==> src/rtl/gon_mcc_buffered_if.sv <==
// Upstream/downstream handshake bundle for the GON multicast controller.
// The slave side belongs to the controller; the master side drives it.
interface gon_mcc_buffered_if #(
  parameter int DATA_WIDTH = 64,
  parameter int TAG_WIDTH  = 4
) ();
  logic [DATA_WIDTH-1:0] data_in;
  logic [TAG_WIDTH-1:0]  tag;
  logic                  enable_in;
  logic                  ready_out;
  logic [DATA_WIDTH-1:0] data_out;
  logic                  enable_out;
  logic                  ready_in;

  modport slave (
    input  data_in,
    input  tag,
    input  enable_in,
    input  ready_in,
    output ready_out,
    output data_out,
    output enable_out
  );

  modport master (
    output data_in,
    output tag,
    output enable_in,
    output ready_in,
    input  ready_out,
    input  data_out,
    input  enable_out
  );
endinterface

==> src/rtl/gon_mcc_buffered.sv <==
// GON multicast controller with an output FIFO.
// Packets whose tag matches the scan-loaded {en, mask, id} under the mask are
// queued and forwarded downstream; all other packets are acknowledged and
// dropped. The FIFO isolates downstream back-pressure from the shared bus.
module gon_mcc_buffered #(
  parameter int DATA_WIDTH = 64,
  parameter int TAG_WIDTH  = 4,
  parameter int FIFO_DEPTH = 2
) (
  input  logic                             link_clk,
  input  logic                             reset,
  gon_mcc_buffered_if.slave                bus,
  input  logic                             se_id,
  input  logic                             si_id,
  output logic                             so_id,
  output logic [$clog2(FIFO_DEPTH+1)-1:0]  level
);

  localparam int CFG_WIDTH = 2*TAG_WIDTH + 1;
  localparam int PTR_W     = (FIFO_DEPTH > 1) ? $clog2(FIFO_DEPTH) : 1;
  localparam int LVL_W     = $clog2(FIFO_DEPTH+1);

  // Scan configuration: {cfg_en, cfg_mask, cfg_id}
  logic [CFG_WIDTH-1:0]  r_cfg;

  // FIFO state
  logic [DATA_WIDTH-1:0] r_mem [FIFO_DEPTH];
  logic [PTR_W-1:0]      r_wr_ptr;
  logic [PTR_W-1:0]      r_rd_ptr;
  logic [LVL_W-1:0]      r_level;

  logic                  w_cfg_en;
  logic [TAG_WIDTH-1:0]  w_cfg_mask;
  logic [TAG_WIDTH-1:0]  w_cfg_id;
  logic                  w_match;
  logic                  w_full;
  logic                  w_empty;
  logic                  w_ready;
  logic                  w_push;
  logic                  w_pop;
  logic [PTR_W-1:0]      w_wr_next;
  logic [PTR_W-1:0]      w_rd_next;

  assign w_cfg_en   = r_cfg[CFG_WIDTH-1];
  assign w_cfg_mask = r_cfg[2*TAG_WIDTH-1:TAG_WIDTH];
  assign w_cfg_id   = r_cfg[TAG_WIDTH-1:0];

  assign w_full  = (r_level == LVL_W'(FIFO_DEPTH));
  assign w_empty = (r_level == '0);

  // Tag match, upstream ready and the push/pop strobes
  always_comb begin
    w_match = w_cfg_en && ((bus.tag & w_cfg_mask) == (w_cfg_id & w_cfg_mask));
    w_ready = 1'b0;
    if (!se_id) begin
      w_ready = !w_match || !w_full;
    end
    // ready is already low during scan, so pushes never see a partial cfg
    w_push = bus.enable_in && w_ready && w_match;
    w_pop  = !w_empty && bus.ready_in;
  end

  // Pointer increments wrap explicitly so any depth works, not just 2^n
  always_comb begin
    w_wr_next = (r_wr_ptr == PTR_W'(FIFO_DEPTH-1)) ? '0 : r_wr_ptr + PTR_W'(1);
    w_rd_next = (r_rd_ptr == PTR_W'(FIFO_DEPTH-1)) ? '0 : r_rd_ptr + PTR_W'(1);
  end

  // Configuration shift register, loaded MSB-first-in so cfg_id[0] exits first
  always_ff @(posedge link_clk or posedge reset) begin
    if (reset) begin
      r_cfg <= '0;
    end else if (se_id) begin
      r_cfg <= {si_id, r_cfg[CFG_WIDTH-1:1]};
    end
  end

  // FIFO pointers and occupancy
  always_ff @(posedge link_clk or posedge reset) begin
    if (reset) begin
      r_wr_ptr <= '0;
      r_rd_ptr <= '0;
      r_level  <= '0;
    end else begin
      if (w_push) begin
        r_wr_ptr <= w_wr_next;
      end
      if (w_pop) begin
        r_rd_ptr <= w_rd_next;
      end
      unique case ({w_push, w_pop})
        2'b10:   r_level <= r_level + LVL_W'(1);
        2'b01:   r_level <= r_level - LVL_W'(1);
        default: r_level <= r_level;
      endcase
    end
  end

  // Payload storage; contents are never observed while empty, so no reset
  always_ff @(posedge link_clk) begin
    if (w_push) begin
      r_mem[r_wr_ptr] <= bus.data_in;
    end
  end

  assign bus.ready_out  = w_ready;
  assign bus.enable_out = !w_empty;
  assign bus.data_out   = w_empty ? '0 : r_mem[r_rd_ptr];
  assign so_id          = r_cfg[0];
  assign level          = r_level;

endmodule

==> src/flat_wrapper.sv <==
// flat-port wrapper written by rule: the top's interface ports become plain ports
module gon_mcc_buffered_flat 
#(
  parameter int DATA_WIDTH = 64,
  parameter int TAG_WIDTH  = 4,
  parameter int FIFO_DEPTH = 2
)
  (link_clk, reset, se_id, si_id, so_id, level, bus_data_in, bus_tag, bus_enable_in, bus_ready_in, bus_ready_out, bus_data_out, bus_enable_out);
  gon_mcc_buffered_if #(.DATA_WIDTH(DATA_WIDTH), .TAG_WIDTH(TAG_WIDTH)) bus_i ();
  input  logic link_clk;
  input  logic reset;
  input  logic se_id;
  input  logic si_id;
  output logic so_id;
  output logic [$clog2(FIFO_DEPTH+1)-1:0] level;
  input wire logic [$bits(bus_i.data_in)-1:0] bus_data_in;
  input wire logic [$bits(bus_i.tag)-1:0] bus_tag;
  input wire logic [$bits(bus_i.enable_in)-1:0] bus_enable_in;
  input wire logic [$bits(bus_i.ready_in)-1:0] bus_ready_in;
  output wire logic [$bits(bus_i.ready_out)-1:0] bus_ready_out;
  output wire logic [$bits(bus_i.data_out)-1:0] bus_data_out;
  output wire logic [$bits(bus_i.enable_out)-1:0] bus_enable_out;
  assign bus_i.data_in = bus_data_in;
  assign bus_i.tag = bus_tag;
  assign bus_i.enable_in = bus_enable_in;
  assign bus_i.ready_in = bus_ready_in;
  assign bus_ready_out = bus_i.ready_out;
  assign bus_data_out = bus_i.data_out;
  assign bus_enable_out = bus_i.enable_out;
  gon_mcc_buffered #(.DATA_WIDTH(DATA_WIDTH), .TAG_WIDTH(TAG_WIDTH), .FIFO_DEPTH(FIFO_DEPTH)) u_core (.link_clk(link_clk), .reset(reset), .bus(bus_i), .se_id(se_id), .si_id(si_id), .so_id(so_id), .level(level));
endmodule
==> config.mk <==
export PLATFORM = sky130hd
export DESIGN_NAME = gon_mcc_buffered_flat
export DESIGN_NICKNAME = d
export VERILOG_FILES = /design/src/rtl/gon_mcc_buffered_if.sv /design/src/rtl/gon_mcc_buffered.sv /design/src/flat_wrapper.sv
export SDC_FILE = /design/constraint.sdc
export NUM_CORES = 1
export LEC_CHECK = 0
export ABC_AREA = 0
export CORE_MARGIN = 1.5
export CORE_UTILIZATION = 30
export CTS_BUF_LIST = sky130_fd_sc_hd__clkbuf_4 sky130_fd_sc_hd__clkbuf_8
export CTS_CLUSTER_SIZE = 20
export DETAILED_ROUTE_END_ITERATION = 8
export PLACE_DENSITY = 0.53
export SLEW_MARGIN = 10
export SYNTH_ARGS = -nofsm -noshare
export SYNTH_HDL_FRONTEND = slang
export SYNTH_SLANG_ARGS = --single-unit
==> constraint.sdc <==
create_clock -name link_clk -period 5.4 [get_ports link_clk]
set_input_delay 0.81 -clock link_clk [delete_from_list [all_inputs] [get_ports link_clk]]
set_output_delay 0.81 -clock link_clk [all_outputs]
set_load 0.1 [all_outputs]
After elaboration in Yosys (flattened, before gate mapping)
Memories as Yosys holds them, arrays and structs flattened.
Cells that the tools add are included.
{"block": "totals", "ff_bits": 13, "latch_bits": 0, "ram_bits": 128, "romBits": 0, "output_inout_bits": 69, "wordCells": 32, "mem_count": 1}
{"block": "op_classes", "add_sub_neg": 4, "multipliers": 0, "n_div": 0, "magnitude_cmp": 0, "eq_ne": 4, "shifts": 0, "muxes": 7, "bitwise_logic": 2, "n_reduce_logical": 10}
{"memory": "u_core.r_mem", "depth": 2, "width": 64, "read_ports": 1, "rd_ports_with_merged_regs": 0, "write_ports": 1, "line": "gon_mcc_buffered.sv:27", "source": "logic [DATA_WIDTH-1:0] r_mem [FIFO_DEPTH];"}
{"cell": "$mux 64", "n": 1}
{"cell": "$and 4x4->4", "n": 2}
{"cell": "$mux 1", "n": 5}
{"cell": "$eq 2x2->1 const B", "n": 2}
{"cell": "$eq 4x4->1", "n": 1}
{"cell": "$logic_and 1x1->1", "n": 4}
{"cell": "$pmux 2 s2", "n": 1}
{"cell": "$logic_not 1->1", "n": 3}
{"cell": "$add 1x1->1 const B", "n": 2}
{"cell": "$add 2x1->2 const B", "n": 1}
{"cell": "$eq 2x1->1 const B", "n": 1}
{"cell": "$logic_not 2->1", "n": 1}
{"cell": "$reduce_bool 2->1", "n": 1}
{"cell": "$sub 2x1->2 const B", "n": 1}
{"cell": "$logic_or 1x1->1", "n": 1}

Longest topological paths before layout
{"block": "depth", "ltp_word": 10, "depth_mapped": 7, "ltp_nobuf": 7}

Worst setup path after synthesis
No wires, ideal clock.
{"block": "synth_timing", "path_kind": "register to register", "startpoint": "register u_core.r_cfg[0]", "endpoint": "memory u_core.r_mem[0][0] (enable)", "setup_ns": 0.486, "t_arrival_ns": 4.232, "t_required_ns": 4.914, "slack_ns": 0.682, "stages_incl_launch_ff": 5, "n_path_buf": 0, "cell_sequence": "dfrtp_1 -> xor2_1 -> a221oi_2 -> nand3_2 -> nor2_1"}
{"block": "synth_between", "elab_chain_cells": 10}
{"item": "from (decl)", "line": "gon_mcc_buffered.sv:24", "source": "logic [CFG_WIDTH-1:0] r_cfg;"}
{"item": "from (signal assigned)", "line": "gon_mcc_buffered.sv:74", "source": "r_cfg <= {si_id, r_cfg[CFG_WIDTH-1:1]};"}
{"item": "$and 4x4->4 (*)", "line": "gon_mcc_buffered.sv:53", "source": "w_match = w_cfg_en && ((bus.tag & w_cfg_mask) == (w_cfg_id & w_cfg_mask));"}
{"item": "$eq 4x4->1 (*)", "line": "gon_mcc_buffered.sv:53"}
{"item": "$logic_and 1x1->1 (*)", "line": "gon_mcc_buffered.sv:53"}
{"item": "$logic_not 1->1", "line": "gon_mcc_buffered.sv:56", "source": "w_ready = !w_match || !w_full;"}
{"item": "$logic_or 1x1->1", "line": "gon_mcc_buffered.sv:56"}
{"item": "$mux 1", "line": "gon_mcc_buffered.sv:55", "source": "if (!se_id) begin"}
{"item": "$logic_and 1x1->1", "line": "gon_mcc_buffered.sv:59", "source": "w_push = bus.enable_in && w_ready && w_match;"}
{"item": "$logic_and 1x1->1 (*)", "line": "gon_mcc_buffered.sv:59"}
{"item": "$mux 1 (*)", "line": "gon_mcc_buffered.sv:101", "source": "if (w_push) begin"}
{"item": "$mux 1 (not written as such) (*)", "line": "gon_mcc_buffered.sv:102", "source": "r_mem[r_wr_ptr] <= bus.data_in;"}
{"item": "to (decl)", "line": "gon_mcc_buffered.sv:27"}
Mark *: on every way between the ends. The rest lies on a longest branch, timed or not.

Worst setup path after layout
{"block": "layout_timing", "startpoint": "register u_core.r_rd_ptr", "endpoint": "output bus_data_out[43]"}
{"block": "layout_between", "elab_chain_cells": 2}
{"item": "from (decl)", "line": "gon_mcc_buffered.sv:29", "source": "logic [PTR_W-1:0] r_rd_ptr;"}
{"item": "from (signal assigned)", "line": "gon_mcc_buffered.sv:89", "source": "r_rd_ptr <= w_rd_next;"}
{"item": "$mem_v2 2x64"}
{"item": "$mux 64", "line": "gon_mcc_buffered.sv:108", "source": "assign bus.data_out = w_empty ? '0 : r_mem[r_rd_ptr];"}
{"item": "to (decl)", "line": "flat_wrapper.sv:21", "source": "output wire logic [$bits(bus_i.data_out)-1:0] bus_data_out;"}
No other way between the ends.

==> impl_results.md <==
* Postcts setup bufs at 0
* Crit-path cells: mux2i_1, nor2_1, clkdlybuf4s50_1
* Vias/cell at 4.38
* Total number of vias at 3100
* Die H at 137 um
* Area of the mapped netlist at 5420 sq um
* DRC at 0
* Status: complete, no violations
* Clk_lat worst skew at 0.43 ns
* Syn. warnings at 0
* Core area at 17500 sq um
* Num rows at 48
* Worst setup SP type: flip-flop
* Top cell type's share of synthesized area at 71.0%
* First-pass GRT wire length at 16800 um
* Relative max-transition margin at 20.9%
* Crit path largest cell delay at 1.18 ns
* TritonRoute pass-1 iters at 4
* Worst Hold Class: reg -> reg
* Initial antenna violation count at 0
* Area contributors post-synth: edfxtp_1 71%, mux2i_1 12%, dfrtp_1 6.0%
* DPL Wire Length at 6930 um
* Setup total negative slack at 0 ns
* Unrepaired setup endpoints after global routing: no
* R2r setup slk at 2.83 ns
* Clock Tree Buf Depth at 2
* Post-synthesis adder-cell area fraction at 0.231%
* Shortest period the worst path allows at 4.05 ns
* Hold buffers post-CTS at 0
* Critical path's top delay family: flip-flops
* Clk sink count at 141
* Share of cells above drive strength 1 at 9.54%
* Sequential share of the synthesized area at 77.0%
* Critical Path RT at 4.59 ns
* Post-synth top cells: 128 x edfxtp_1, 68 x nor2_1, 64 x mux2i_1
* Layout area overhead at 39.5%
* Die area at 18900 sq um
* WS Path Type: reg -> out
* Area leader, netlist: edfxtp_1
* Period utilization at 75.0%
* Routed WL per cell at 15.6 um
* Crit path max-delay cell type: dfrtp_4
* DRC violation total after the first TritonRoute iteration at 83
* Async S/R FF share, synth at 9.22%
* Synth Area in Compound Gates at 0.624%
* Vias in the first global route at 3264
* H-tree depth at 4
* Most common cell in the netlist: edfxtp_1
* Congestion Overflow GR at 0
* Simple-Gate Fraction of Synth Area at 5.34%
* Cts bufs inserted at 17
* Nets at 544
* Unique masters post-synth at 20
* Clock root cell: clkbuf_8
* Post-synthesis mux area share at 13.5%
* Syn Area/Cell at 17.0 sq um
* Worst-path maximum fanout at 65
* Fin. Hold Viols at 0
* Post-cts repair resize count at 0
* # setup viols final at 0
* WP data arrival at 3.24 ns
* Post-route ant nets at 0
* Final count of pins violating max slew at 0
* Worst Tran Pin Value at 1.19 ns
* Max Clock Skew at 0.00855 ns
* Syn Inst Count at 319
* Seq cells post-synth at 141
* Pin count of the biggest net entering global routing at 66
* Total inserted antenna cells at 0
* Routability cong. at 0.715
* Largest family of logic cells by synthesized area: multiplexers
* CTS tree: built
* Reg clk slew, reported paths at 0.07 ns
* Syn Nets at 394
* CP Capture Type: output port
* Critical path buffer and inverter count at 1
* Starting density of the core at 31.0%
* Post-Route WL at 11000 um
* Max Clk Rate at 247 MHz
* Post-synth EDFFs at 128
* I/O Pins at 143
* Post-synthesis xor/xnor area fraction at 1.46%
* Chip Width at 137 um
* Max-Cap Viols at 0
* GRT Overall Usage at 12.0%
* I/O Buffers at 142
* Commonest register cell after synthesis: edfxtp_1
## flip-flops by register name, summed over array words and instances (netlist names)
register,flops
u_core.level,2
u_core.r_cfg,9
u_core.r_mem,128
u_core.r_rd_ptr,1
u_core.r_wr_ptr,1
## path summary, 6_finish.rpt
check                                            start  cells after the start                             to
max                        u_core.r_rd_ptr$_DFFE_PP0P_                      3               bus_data_out[43]
min                        u_core.r_cfg[8]$_DFFE_PP0P_                      1    u_core.r_cfg[7]$_DFFE_PP0P_
max reg2reg                u_core.r_cfg[1]$_DFFE_PP0P_                      5  u_core.r_mem[0][29]$_DFFE_PP_
min reg2reg                u_core.r_cfg[8]$_DFFE_PP0P_                      1    u_core.r_cfg[7]$_DFFE_PP0P_
max in group asynchronous                        reset                      2    u_core.r_rd_ptr$_DFFE_PP0P_
min in group asynchronous                        reset                      2    u_core.r_cfg[8]$_DFFE_PP0P_
## final cells by class
cell class	count	area, sq um
clock inverter	13	195
tap	225	282
timing repair buffer	146	1480
fill	1585	9920
clock buffer	19	249
sequential	141	4170
inverter	4	15.0
multi-input combinational	159	1170
## per-stage QoR
stage / utilization (%) / setup slack, ns / hold slack [ns] / cells / area [sq um]
global placement: 40.7 / 1.69 / 0.492 / 675 / 7110
floorplan: - / 0.682 / 0.468 / 319 / 5420
global route: 43.2 / 1.20 / 0.534 / 707 / 7560
finish: 43.2 / 1.35 / 0.517 / 707 / 7560
detailed placement: 40.7 / 1.68 / 0.503 / 675 / 7110
CTS: 43.2 / 1.30 / 0.521 / 707 / 7560
## kinds of logic (layout without fill, tap and decap cells)
family | count (synthesis) | in the layout
xor+xnor | 9 | 9
simple gates | 73 | 73
mux | 72 | 72
flops | 141 | 141
compound gates | 4 | 4
fa+ha+maj | 1 | 1
buf+inv | 19 | 182
## routing by layer
layer | global-route usage (%) | routed length, um
met5 | 0 | 0
met4 | 5.61 | 169
met3 | 3.46 | 524
met2 | 20.4 | 5530
met1 | 14.2 | 4790
## worst register-to-register path, stage by stage, from the launching register on
cell      delay, ns
dfrtp_1        0.42
xor2_1         0.17
a221oi_2       0.33
nand3_2        0.23
nor2_4         0.77
buf_12         0.33
## placed cells by master (no fill, tap or decap), drive strengths merged
| master | count |
|---|---|
| bufinv | 5 |
| nand3 | 1 |
| clkbuf | 19 |
| buf | 4 |
| nor2 | 68 |
| mux2 | 8 |
| ha | 1 |
| a31oi | 1 |
| edfxtp | 128 |
| xor2 | 6 |
| a221oi | 1 |
| inv | 5 |
| dfrtp | 13 |
| nor3b | 1 |
| nor2b | 1 |
| a22oi | 1 |
| nand2 | 1 |
| and2 | 1 |
| mux2i | 64 |
| xnor2 | 3 |
| clkdlybuf4s50 | 142 |
| clkinv | 6 |
| o21ai | 1 |
| clkinvlp | 1 |
Power is left out: the tool's default activity adds up to more than one toggle a clock period on the data nets, which glitch-free logic cannot reach.
